[src/rtl/fma_result_collector.sv]
// rtl/fma_result_collector.sv - gathers out-of-order FMA cluster results and streams the matrix row-major
module fma_result_collector #(
  parameter int M_DIM = 3,
  parameter int N_DIM = 3,
  localparam int NUM_FMA = M_DIM * N_DIM
) (
  input  logic                    clk,
  input  logic                    rst,
  input  logic                    clear_in,
  input  logic                    start_in,
  input  logic [1:0]              rows_in,
  input  logic [1:0]              cols_in,
  input  logic [NUM_FMA-1:0]      ready_in,
  input  logic [NUM_FMA*32-1:0]   result_in,
  input  logic                    error_in,
  output logic                    busy_out,
  output logic                    out_valid_out,
  input  logic                    out_ready_in,
  output logic [31:0]             out_data_out,
  output logic [1:0]              out_row_out,
  output logic [1:0]              out_col_out,
  output logic                    out_last_out,
  output logic                    done_out,
  output logic                    overrun_err_out,
  output logic                    cfg_err_out,
  output logic                    fma_err_out
);

  typedef enum logic [1:0] {ST_IDLE, ST_COLLECT, ST_DRAIN} state_t;

  localparam logic [1:0] M_LIM = 2'(M_DIM);
  localparam logic [1:0] N_LIM = 2'(N_DIM);

  state_t               state_q, state_d;
  logic [1:0]           rows_q, rows_d;
  logic [1:0]           cols_q, cols_d;
  logic [NUM_FMA-1:0]   bitmap_q, bitmap_d;
  logic [1:0]           row_q, row_d;
  logic [1:0]           col_q, col_d;
  logic                 done_q, done_d;
  logic                 ovr_q, ovr_d;
  logic                 cfg_q, cfg_d;
  logic                 fma_q, fma_d;
  logic [NUM_FMA-1:0]   cap;
  logic [NUM_FMA-1:0]   active;
  logic [31:0]          results_q [NUM_FMA];
  logic [3:0]           idx;
  logic                 in_drain;
  logic                 at_last;
  logic                 dims_ok;

  // Slots inside the latched rows x cols window are the ones we wait for and emit.
  always_comb begin
    active = '0;
    for (int r = 0; r < M_DIM; r++) begin
      for (int c = 0; c < N_DIM; c++) begin
        active[r*N_DIM+c] = (r < int'(rows_q)) && (c < int'(cols_q));
      end
    end
  end

  assign dims_ok  = (rows_in != 2'd0) && (rows_in <= M_LIM) &&
                    (cols_in != 2'd0) && (cols_in <= N_LIM);
  assign in_drain = (state_q == ST_DRAIN);
  assign at_last  = (row_q == rows_q - 2'd1) && (col_q == cols_q - 2'd1);
  assign idx      = {2'b00, row_q} * 4'(N_DIM) + {2'b00, col_q};

  // Next-state for the FSM, capture mask, drain cursor and sticky error flags.
  always_comb begin
    state_d  = state_q;
    rows_d   = rows_q;
    cols_d   = cols_q;
    bitmap_d = bitmap_q;
    row_d    = row_q;
    col_d    = col_q;
    done_d   = 1'b0;
    ovr_d    = ovr_q;
    cfg_d    = cfg_q;
    fma_d    = fma_q;
    cap      = '0;
    if (clear_in) begin
      state_d  = ST_IDLE;
      bitmap_d = '0;
      row_d    = 2'd0;
      col_d    = 2'd0;
      ovr_d    = 1'b0;
      cfg_d    = 1'b0;
      fma_d    = 1'b0;
    end else begin
      if (state_q != ST_IDLE && error_in) fma_d = 1'b1;
      case (state_q)
        ST_IDLE: begin
          if (ready_in != '0) ovr_d = 1'b1;
          if (start_in) begin
            if (dims_ok) begin
              rows_d   = rows_in;
              cols_d   = cols_in;
              bitmap_d = '0;
              row_d    = 2'd0;
              col_d    = 2'd0;
              state_d  = ST_COLLECT;
            end else begin
              cfg_d = 1'b1;
            end
          end
        end
        ST_COLLECT: begin
          cap = ready_in & active & ~bitmap_q;
          if ((ready_in & ~cap) != '0) ovr_d = 1'b1;
          bitmap_d = bitmap_q | cap;
          if ((bitmap_d & active) == active) begin
            row_d   = 2'd0;
            col_d   = 2'd0;
            state_d = ST_DRAIN;
          end
        end
        ST_DRAIN: begin
          if (ready_in != '0) ovr_d = 1'b1;
          if (out_ready_in) begin
            if (at_last) begin
              state_d  = ST_IDLE;
              bitmap_d = '0;
              done_d   = 1'b1;
            end else if (col_q == cols_q - 2'd1) begin
              col_d = 2'd0;
              row_d = row_q + 2'd1;
            end else begin
              col_d = col_q + 2'd1;
            end
          end
        end
        default: state_d = ST_IDLE;
      endcase
    end
  end

  // Control state register.
  always_ff @(posedge clk or posedge rst) begin
    if (rst) begin
      state_q  <= ST_IDLE;
      rows_q   <= 2'd0;
      cols_q   <= 2'd0;
      bitmap_q <= '0;
      row_q    <= 2'd0;
      col_q    <= 2'd0;
      done_q   <= 1'b0;
      ovr_q    <= 1'b0;
      cfg_q    <= 1'b0;
      fma_q    <= 1'b0;
    end else begin
      state_q  <= state_d;
      rows_q   <= rows_d;
      cols_q   <= cols_d;
      bitmap_q <= bitmap_d;
      row_q    <= row_d;
      col_q    <= col_d;
      done_q   <= done_d;
      ovr_q    <= ovr_d;
      cfg_q    <= cfg_d;
      fma_q    <= fma_d;
    end
  end

  // Result matrix: a slot is written only on its first strobe in a collection.
  always_ff @(posedge clk or posedge rst) begin
    if (rst) begin
      for (int k = 0; k < NUM_FMA; k++) results_q[k] <= 32'd0;
    end else begin
      for (int k = 0; k < NUM_FMA; k++) begin
        if (cap[k]) results_q[k] <= result_in[k*32 +: 32];
      end
    end
  end

  assign busy_out        = (state_q != ST_IDLE);
  assign out_valid_out   = in_drain;
  assign out_data_out    = in_drain ? results_q[idx] : 32'd0;
  assign out_row_out     = in_drain ? row_q : 2'd0;
  assign out_col_out     = in_drain ? col_q : 2'd0;
  assign out_last_out    = in_drain && at_last;
  assign done_out        = done_q;
  assign overrun_err_out = ovr_q;
  assign cfg_err_out     = cfg_q;
  assign fma_err_out     = fma_q;

endmodule

[config.mk]
export PLATFORM = sky130hd
export DESIGN_NAME = fma_result_collector
export DESIGN_NICKNAME = d
export VERILOG_FILES = /design/src/rtl/fma_result_collector.sv
export SDC_FILE = /design/constraint.sdc
export NUM_CORES = 1
export LEC_CHECK = 0
export CORE_MARGIN = 5
export CORE_UTILIZATION = 45
export CTS_CLUSTER_SIZE = 30
export DETAILED_ROUTE_END_ITERATION = 12
export PLACE_DENSITY_LB_ADDON = 0.25
export SKIP_CTS_REPAIR_TIMING = 1
export SLEW_MARGIN = 20
export SYNTH_ARGS = -nofsm -noshare
export SYNTH_HDL_FRONTEND = slang
export SYNTH_SLANG_ARGS = --single-unit
[constraint.sdc]
create_clock -name clk -period 8.7 [get_ports clk]
set_input_delay 0.87 -clock clk [delete_from_list [all_inputs] [get_ports clk]]
set_output_delay 0.87 -clock clk [all_outputs]
set_load 0.01 [all_outputs]
==> summary.txt, run 1 <==
Global route
  – Tot GR Track Use: 24.0%
  – Largest net degree at the start of global routing: 159
  – Total grt overflow: 0
  – Vias in the first global route: 10900
  – Initial antenna violation count: 9
  – First-pass GRT wire length: 65500 um

STA
  – Final hold violation count: 0
  – Worst slew pin tran: 1.06 ns
  – Worst Skew: 0.0145 ns
  – Post-Route Setup TNS: 0 ns
  – Relative slew margins: 29.5%
  – Post-route clock period utilization: 63.3%
  – Max-slew violation count: 0
  – RSZ-0062 raised after global routing: no
  – Final setup margin: approximately 3.2 ns
  – Crit path time final: 5.51 ns
  – Fmax: 181 MHz
  – Endpoints failing setup: 0

CTS
  – Clock slew at reported path FFs: around 0.060 ns
  – CTS root buffer: clkbuf_16
  – Htree depth: 2
  – CTS Buf Count: 36
  – CTS tree: done
  – Clk Latency, worst-skew pair: 0.51 ns
  – Clock buffer depth: 3
  – Clk sinks: 311

Yosys
  – Synth Area in Adders: under 10%
  – Post-synthesis mux area share: between 30% and 40%
  – Commonest cells post-synth: mux2_2 (315), dfrtp_1 (311), mux4_2 (64)
  – Synthesized area: 0.0144 mm^2
  – Synth Area in Compound Gates: 3.36%
  – Syn Nets: 1290
  – Cell count after synthesis: approximately 970
  – Synth cell types: 45
  – Synth top area share: 53.9%
  – Dominant cells by area after synthesis: dfrtp_1 (54%), mux2_2 (25%), mux4_2 (10%)
  – Post-synthesis xor/xnor area fraction: 0.243%
  – Simple-Gate Fraction of Synth Area: ~4.0%
  – Synthesized area per cell: about 15 um^2
  – Ys flop type: dfrtp_1
  – #FFs+latches synth: approximately 310
  – Async S/R FF share, synth: 100%
  – Most frequent cell after synthesis: mux2_2
  – Largest area contributor in the netlist: dfrtp_1
  – Largest family of logic cells by synthesized area: multiplexers
  – Yosys warnings: 0
  – Post-synth EDFFs: 0
  – Seq/Total Area, Yosys: about 54%

Setup path
  – Critical Path Start Type: flip-flop
  – Crit Path Max Fanout: 33
  – CP Class: reg2out
  – CP endpoint kind: output port
  – Arrival @ worst endpoint: 4.64 ns
  – WP data required: 7.83 ns

Route
  – Vias per cell: about 5.6
  – Drt first pass iters: 5
  – Vias: 9717
  – WL per Instance: 24.7 um
  – DRC viols: 0
  – Detail Route Antenna Nets: 0
  – Routed WL: 43200 um
  – DRT iter0 DRCs: between 500 and 600

Floorplan
  – # IOs: 350
  – Initial core utilization: 45.6%
  – Die Width: 189 um
  – Die extent in y: 189 um
  – Row count: between 60 and 70
  – DIE AREA: 0.0358 mm^2
  – Core area: 0.0316 mm^2

Final layout
  – Synthesis-to-finish area growth: 36.0%
  – Nets: 1630
  – Layout cell share with drive strength beyond 1: 34.8%
  – Final core utilization: 62.1%
  – Non-filler cells, final: 1747

Placed design
  – DP HPWL: 31500 um
  – Port Buffer Count: 349
  – Pre-CTS setup slack: 3.67 ns
  – Placed insts: 1676
  – Placer Congestion: 0.924

Job
  – Max Cap Violations: 0

Power
  – Peak supply drop: around 0.14 mV
  – Leak: between 8 and 9 nW
  – Pwr per Cell Area: approximately 250 mW/mm^2

Hold path
  – HP Class: reg2reg

Outcome
  – Run status: completed
stage by stage:
stage | hold WS [ns] | power (mW) | cell area [um^2]
detailed placement | 0.480 | 3.32 | 18400
CTS | 0.493 | 4.92 | 19600
global route | 0.503 | 5.11 | 19600
floorplan | 0.456 | 2.83 | 14400
finish | 0.487 | 4.87 | 19600
global placement | 0.473 | 3.28 | 18400
registers in the layout, summed over array words and instances (netlist names), 2 cells and up:
signal / count
bitmap_q: 9
results_q: 288
cols_q: 2
row_q: 2
col_q: 2
rows_q: 2
state_q: 2
worst paths after layout:
kind                                 from          endpoint  slack [ns]  cells past startpoint
max                              row_q[0]  out_data_out[14]        3.19                      9
min                        results_q[100]    results_q[100]        0.49                      1
max reg2reg                     rows_q[1]    results_q[277]        5.98                      5
min reg2reg                results_q[100]    results_q[100]        0.49                      1
max in group asynchronous             rst    results_q[150]        5.88                      4
min in group asynchronous             rst       fma_err_out        0.87                      2
layer usage:
metal | track usage, % | part of all wire, % | up-vias
li1 | - | - | 4299
met1 | 29.1 | 39 | 5044
met2 | 41.8 | 51 | 299
met3 | 6.56 | 6.9 | 67
met4 | 8.16 | 3.0 | 8
met5 | 0 | 0.14 | -
area by class of cell:
class / instances / area (um^2)
diodes: 7 / 17.5
clock buffers: 53 / 1090
clock inverters: 11 / 168
fillers: 2477 / 12000
inverters: 17 / 67.6
multi-input cells: 584 / 6400
flip-flops and latches: 311 / 7780
well taps: 402 / 503
repair buffers: 362 / 3600
cell usage in the layout, fill, tap and decap left out, types with 4 or more instances in the layout:
master	count
a21oi_1	8
a22oi_1	33
a31oi_1	6
and2_1	4
buf_4	12
bufinv_16	4
clkbuf_1	6
clkbuf_16	37
clkbuf_8	10
clkdlybuf4s50_1	349
dfrtp_1	311
diode_2	7
ha_1	7
inv_1	16
mux2_1	9
mux2_2	315
mux4_2	64
nand2_1	13
nand3_1	4
nand4_1	7
nor2_1	60
nor3_1	5
o31ai_1	4
xor2_1	4
critical path: stages, from the launching register on:
cell             delay [ns]
dfrtp_1                0.49
fa_1                   0.62
ha_4                   0.13
inv_1                  0.05
fa_2                   0.65
nor4b_4                0.91
buf_4                  0.39
a22oi_1                0.13
nor2_1                 0.17
clkdlybuf4s50_1        0.58
cell families (layout without fill, tap and decap cells):
| kind of cell | count (synthesis) | in the layout |
|---|---|---|
| AO/OA/AOI/OAI | 65 | 65 |
| XOR/XNOR | 4 | 4 |
| adder cells (fa/ha/maj) | 11 | 11 |
| buffers and inverters | 77 | 443 |
| flip-flops | 311 | 311 |
| multiplexers | 388 | 388 |
| other | 0 | 7 |
| AND/OR/NAND/NOR | 116 | 116 |
power by group:
part           switching, mW  internal, mW  total, mW
clock network          0.599         0.985       1.58
logic                  0.468         0.737       1.20
registers              0.223          1.86       2.09
total                   1.29          3.59       4.87
Power figures use the tool's default switching activity.
==> run 2, diff against run 1 <==
CORE_UTILIZATION = 50   (was 45)
clock period = 5.65 ns   (was 8.7 ns; I/O delays follow)
==> run 2 against run 1 <==
Net effect:
- critical path depth did not move
- core utilization grew 6.0 points
- clock skew rose by 0.0012 ns
- register-to-register slack worse by 3.2 ns
- worst setup slack worse by 2.6 ns
==> summary.txt, run 2 (synthesis gave the netlist of run 1 again) <==
Outcome
  – Run status: completed (unchanged)

Placed design
  – Pre-CTS setup slack: 1.09 ns (was 3.67 ns)
  – DP HPWL: 30800 um (was 31500 um)
  – Port Buffer Count: 349 (unchanged)
  – Placer Congestion: 0.876 (was 0.924)

STA
  – Worst Skew: 0.0157 ns (was 0.0145 ns)
  – Crit path time final: 5.06 ns
  – Post-route clock period utilization: between 80% and 90%
  – Final hold violation count: 0 (unchanged)
  – Max-slew violation count: 0 (unchanged)
  – Post-Route Setup TNS: 0 ns (unchanged)
  – Final setup margin: 0.592 ns (was 3.19 ns)
  – Worst slew pin tran: 1.10 ns (was 1.06 ns)
  – Endpoints failing setup: 0 (unchanged)
  – Min Hold Slack: 0.453 ns (was 0.487 ns)
  – RSZ-0062 raised after global routing: no (unchanged)
  – Relative slew margins: 26.7% (was 29.5%)
  – Fmax: 198 MHz

Final layout
  – Layout cell share with drive strength beyond 1: 34.5% (was 34.8%)
  – FILL cells: 2006 (was 2477)
  – Largest regs: results_q (288), bitmap_q (9) (unchanged)
  – Max reg flops: 288 (unchanged)
  – Final core utilization: 68.1% (was 62.1%)
  – Most common cell after layout, fill and taps aside: clkdlybuf4s50_1 (unchanged)
  – Synthesis-to-finish area growth: 34.9% (was 36.0%)
  – Commonest cells after routing, fill and taps aside: clkdlybuf4s50_1 (349), mux2_2 (315), dfrtp_1 (311), mux4_2 (64), nor2_1 (60) (unchanged)
  – Nets: 1631 (was 1630)
  – Top reg by flops: results_q (unchanged)

Global route
  – Met2 Use GR: 46.1% (was 41.8%)
  – First-pass GRT wire length: 65000 um (was 65500 um)
  – Initial antenna violation count: 7 (was 9)
  – Total grt overflow: 0 (unchanged)
  – Most Crowded Layer GR: met2 (unchanged)
  – Tot GR Track Use: 26.0% (was 24.0%)
  – Largest net degree at the start of global routing: 79 (was 159)
  – Vias in the first global route: 10900 (about the same)
  – GRT met3 Usage: 5.60% (was 6.56%)
  – M1 GR Usage: 31.9% (was 29.1%)

CTS
  – Clk sinks: 311 (unchanged)
  – Clk Latency, worst-skew pair: 0.51 ns (about the same)
  – Htree depth: 2 (unchanged)
  – CTS Buf Count: 36 (unchanged)
  – Clock slew at reported path FFs: 0.06 ns (about the same)
  – CTS tree: done (unchanged)
  – CTS root buffer: clkbuf_16 (unchanged)
  – Clock buffer depth: 3 (unchanged)

Power
  – Flop pwr share: 44.1% (was 42.8%)
  – Psw: 1.95 mW (was 1.29 mW)
  – Pwr per Cell Area: 374 mW/mm^2 (was 248 mW/mm^2)
  – Peak supply drop: 0.209 mV (was 0.144 mV)
  – Clock share of power: 30.7% (was 32.5%)
  – Comb pwr share: 25.2% (was 24.7%)
  – Leak: 8.80 nW (was 8.86 nW)
  – P_int: 5.34 mW (was 3.59 mW)
  – Sw frac: 26.7% (was 26.5%)

Setup path
  – Critical Path Start Type: flip-flop (unchanged)
  – R2R Path Start: rows_q[1] (unchanged)
  – CP Class: reg2out (unchanged)
  – WP data required: 5.09 ns (was 7.83 ns)
  – Arrival @ worst endpoint: 4.49 ns (was 4.64 ns)
  – R2r endpoint: results_q[157] (was results_q[277])
  – CP endpoint kind: output port (unchanged)
  – R2R cell count: 7 (was 5)
  – Flop-to-flop setup slack: 2.74 ns (was 5.98 ns)
  – Crit Path Max Fanout: 33 (unchanged)

Route
  – Vias per cell: 5.71 (was 5.56)
  – DRT iter0 DRCs: 600 (was 504)
  – WL per Instance: 24.6 um (was 24.7 um)
  – Detail Route Antenna Nets: 0 (unchanged)
  – Drt first pass iters: 5 (unchanged)
  – DRC viols: 0 (unchanged)
  – Vias: 9850 (was 9717)
  – Routed WL: 42400 um (was 43200 um)

Hold path
  – HP Class: in2async (was reg2reg)

Floorplan
  – DIE AREA: 0.0324 mm^2 (was 0.0358 mm^2)
  – Initial core utilization: 50.4% (was 45.6%)
  – Die Width: 180 um (was 189 um)
  – Core area: 0.0286 mm^2 (was 0.0316 mm^2)
  – Die extent in y: 180 um (was 189 um)
  – Row count: 62 (was 65)
  – # IOs: 350 (unchanged)

Job
  – Max Cap Violations: 0 (unchanged)
-- run 2: cell count changes in the layout (fill, tap and decap cells not counted), sizes merged --
cell / previous run / this run
bufinv: 4 / 1
diode: 7 / 5
buf: 13 / 14
clkbuf: 53 / 54
clkinv: 3 / 4
clkinvlp: 3 / 2
-- run 2: stage by stage --
stage / power, mW / area (um^2) / std cells
after floorplan: 4.36 / 14400 / 972
after global placement: 5.02 / 18300 / 1659
after detailed placement: 5.10 / 18300 / 1659
after CTS: 7.36 / 19500 / 1721
after global routing: 7.65 / 19500 / 1726
final: 7.29 / 19500 / 1726
-- run 2: how the worst max path moves through the flow --
| stage | slack [ns] | from | endpoint | cells past startpoint |
|---|---|---|---|---|
| 6_report | 0.59 | row_q[0] | out_data_out[30] | 9 |
| 5_1_grt | 0.39 | row_q[0] | out_data_out[10] | 9 |
| 4_1_cts | 0.54 | row_q[0] | out_data_out[10] | 9 |
| 3_5_place_dp | 1.09 | row_q[0] | out_data_out[10] | 9 |
| 3_3_place_gp | 1.17 | row_q[0] | out_data_out[10] | 9 |
| 2_1_floorplan | 0.94 | rst | bitmap_q[0] | 1 |
-- run 2: worst max-delay path, stage by stage, from the launching register on --
cell and delay (ns):
dfrtp_1 0.50, fa_1 0.62, ha_4 0.13, inv_1 0.05
fa_2 0.68, nor4b_4 0.68, buf_4 0.31, a22oi_1 0.11
nor2_1 0.30, clkdlybuf4s50_1 0.61
-- run 2: layout make-up --
cell class | instances | area (um^2) | share of cell area [%]
diodes | 5 | 12.5 | 0.0642
flip-flops and latches | 311 | 7780 | 39.9
clock inverters | 8 | 75.1 | 0.385
well taps | 384 | 480 | 2.47
multi-input cells | 584 | 6400 | 32.9
repair buffers | 363 | 3600 | 18.5
inverters | 17 | 67.6 | 0.347
clock buffers | 54 | 1060 | 5.44
-- run 2: layer usage --
layer,wire length (um),vias up,part of all wire [%]
li1,-,4301,-
met1,16200,5077,38
met2,22400,390,53
met3,2540,78,6.0
met4,1290,4,3.0
met5,32,-,0.075
-- run 2: power by group through the flow --
| stage | logic, mW | clock network, mW | registers (mW) |
|---|---|---|---|
| 6_report | 1.84 | 2.24 | 3.22 |
| 5_1_grt | 1.99 | 2.38 | 3.29 |
| 2_1_floorplan | 1.24 | 0 | 3.11 |
| 4_1_cts | 1.87 | 2.28 | 3.21 |
| 3_3_place_gp | 1.81 | 0 | 3.20 |
| 3_5_place_dp | 1.85 | 0 | 3.24 |
==> run 3, diff against run 2 <==
CAP_MARGIN = 25   (was not set)
==> run 3 against run 2 <==
Net effect:
- largest power group unchanged
- fmax fell by 0.78%
- flip-flop and latch count did not move
- final area rose by 1.5%
- largest cell class unchanged
==> summary.txt, run 3 (synthesis gave the netlist of run 1 again) <==
Outcome
  – Run status: completed (unchanged)

Floorplan
  – DIE AREA: 0.0324 mm^2 (unchanged)
  – Row count: 62 (unchanged)
  – # IOs: 350 (unchanged)
  – Core area: 0.0286 mm^2 (unchanged)
  – Die extent in y: 180 um (unchanged)
  – Die Width: 180 um (unchanged)
  – Initial core utilization: 50.4% (unchanged)

Power
  – Leak: 8.94 nW (was 8.80 nW)
  – Peak supply drop: 0.223 mV (was 0.209 mV)
  – Pwr per Cell Area: 384 mW/mm^2 (was 374 mW/mm^2)

Setup path
  – Crit Path Max Fanout: 33 (unchanged)
  – Flop-to-flop setup slack: 2.88 ns (was 2.74 ns)
  – Critical Path Start Type: flip-flop (unchanged)
  – Arrival @ worst endpoint: 4.53 ns (was 4.49 ns)
  – R2r endpoint: results_q[172] (was results_q[157])
  – Crit-path slowest cell: nor4b_4 (was fa_2)
  – CP Class: reg2out (unchanged)
  – R2R cell count: 8 (was 7)
  – R2R Path Start: rows_q[1] (unchanged)
  – Critical-path cell list: fa_1 -> ha_4 -> inv_1 -> fa_2 -> nor4b_4 -> buf_4 -> a22oi_1 -> nor2_1 -> clkdlybuf4s50_1 (unchanged)
  – WP data required: 5.09 ns (about the same)
  – CP endpoint kind: output port (unchanged)
  – Slowest cell delay on critical path: 0.69 ns (was 0.68 ns)

Final layout
  – Layout cell share with drive strength beyond 1: 35.3% (was 34.5%)
  – Commonest cells after routing, fill and taps aside: clkdlybuf4s50_1 (349), mux2_2 (315), dfrtp_1 (311), mux4_2 (64), nor2_1 (60) (unchanged)
  – Top reg by flops: results_q (unchanged)
  – Synthesis-to-finish area growth: 36.9% (was 34.9%)
  – Largest regs: results_q (288), bitmap_q (9) (unchanged)
  – Nets: 1635 (was 1631)
  – FILL cells: 2010 (was 2006)
  – Most common cell after layout, fill and taps aside: clkdlybuf4s50_1 (unchanged)
  – Max reg flops: 288 (unchanged)

STA
  – Post-route clock period utilization: 90.2% (was 89.5%)
  – Fmax: 196 MHz (was 198 MHz)
  – Final setup margin: 0.552 ns (was 0.592 ns)
  – Crit path time final: 5.10 ns (was 5.06 ns)
  – Max-slew violation count: 0 (unchanged)
  – Final hold violation count: 0 (unchanged)
  – Relative slew margins: 28.2% (was 26.7%)
  – Endpoints failing setup: 0 (unchanged)
  – Worst Skew: 0.0108 ns (was 0.0157 ns)
  – Post-Route Setup TNS: 0 ns (unchanged)
  – Worst slew pin tran: 1.08 ns (was 1.10 ns)
  – RSZ-0062 raised after global routing: no (unchanged)

CTS
  – Clock slew at reported path FFs: 0.06 ns (about the same)
  – CTS Buf Count: 35 (was 36)
  – CTS root buffer: clkbuf_16 (unchanged)
  – Clock buffer depth: 3 (unchanged)
  – CTS tree: done (unchanged)
  – Htree depth: 2 (unchanged)
  – Clk Latency, worst-skew pair: 0.52 ns (was 0.51 ns)
  – Clk sinks: 311 (unchanged)

Global route
  – Initial antenna violation count: 9 (was 7)
  – Largest net degree at the start of global routing: 79 (unchanged)
  – Tot GR Track Use: 26.1% (was 26.0%)
  – First-pass GRT wire length: 64900 um (was 65000 um)
  – Vias in the first global route: 10900 (about the same)
  – Total grt overflow: 0 (unchanged)

Route
  – Routed WL: 43100 um (was 42400 um)
  – DRT iter0 DRCs: 540 (was 600)
  – Drt first pass iters: 5 (unchanged)
  – WL per Instance: 24.8 um (was 24.6 um)
  – Vias per cell: 5.72 (was 5.71)
  – Detail Route Antenna Nets: 0 (unchanged)
  – Vias: 9918 (was 9850)
  – DRC viols: 0 (unchanged)

Placed design
  – DP HPWL: 31000 um (was 30800 um)
  – Pre-CTS setup slack: 1.11 ns (was 1.09 ns)
  – Port Buffer Count: 349 (unchanged)
  – Placer Congestion: 0.876 (unchanged)

Hold path
  – HP Class: in2async (unchanged)

Job
  – Max Cap Violations: 0 (unchanged)
## run 3: critical path: cells and delay by family, from the launching register on
family | cells | cell delay (ns)
AO/OA/AOI/OAI | 1 | 0.13
AND/OR/NAND/NOR | 2 | 0.92
flip-flops | 1 | 0.49
buffers and inverters | 3 | 1.03
adder cells (fa/ha/maj) | 3 | 1.43
## run 3: worst max-delay path by stage
stage	from	to	cells past startpoint
finish	row_q[0]	out_data_out[10]	9
global route	row_q[0]	out_data_out[10]	9
CTS	row_q[0]	out_data_out[10]	9
detailed placement	row_q[0]	out_data_out[10]	9
global placement	row_q[0]	out_data_out[10]	9
floorplan	rst	bitmap_q[0]	1
## run 3: where the power goes
| part | total, mW | switching, mW | leakage, nW | internal (mW) |
|---|---|---|---|---|
| registers | 3.22 | 0.351 | 4.21 | 2.87 |
| logic | 1.85 | 0.712 | 4.08 | 1.14 |
| clock network | 2.52 | 0.932 | 0.640 | 1.59 |
| total | 7.60 | 1.99 | 8.94 | 5.60 |
## run 3: through the flow
stage | instance area [um^2] | std cells | hold WS (ns) | utilization, % | power (mW)
6_report | 19800 | 1735 | 0.450 | 69.1 | 7.60
5_1_grt | 19800 | 1735 | 0.488 | 69.1 | 7.94
4_1_cts | 19700 | 1725 | 0.446 | 68.7 | 7.66
3_5_place_dp | 18400 | 1661 | 0.480 | 64.2 | 5.10
3_3_place_gp | 18300 | 1659 | 0.472 | 64.0 | 5.02
2_1_floorplan | 14400 | 972 | 0.456 | - | 4.36
## run 3: area by class of cell
| type | count | area (um^2) | area share [%] |
|---|---|---|---|
| Antenna cell | 7 | 17.5 | 0.0886 |
| Clock buffer | 51 | 1070 | 5.40 |
| Clock inverter | 13 | 236 | 1.20 |
| Inverter | 17 | 67.6 | 0.342 |
| Multi-Input combinational cell | 584 | 6400 | 32.4 |
| Sequential cell | 311 | 7780 | 39.4 |
| Tap cell | 384 | 480 | 2.43 |
| Timing Repair Buffer | 368 | 3710 | 18.8 |
## run 3: per-layer routing
layer	part of all wire [%]	GRT usage, %	up-vias
met5	0.063	0	-
met4	3.4	9.63	4
met3	6.1	5.27	75
met2	52	45.7	401
met1	38	32.1	5114
li1	-	-	4324
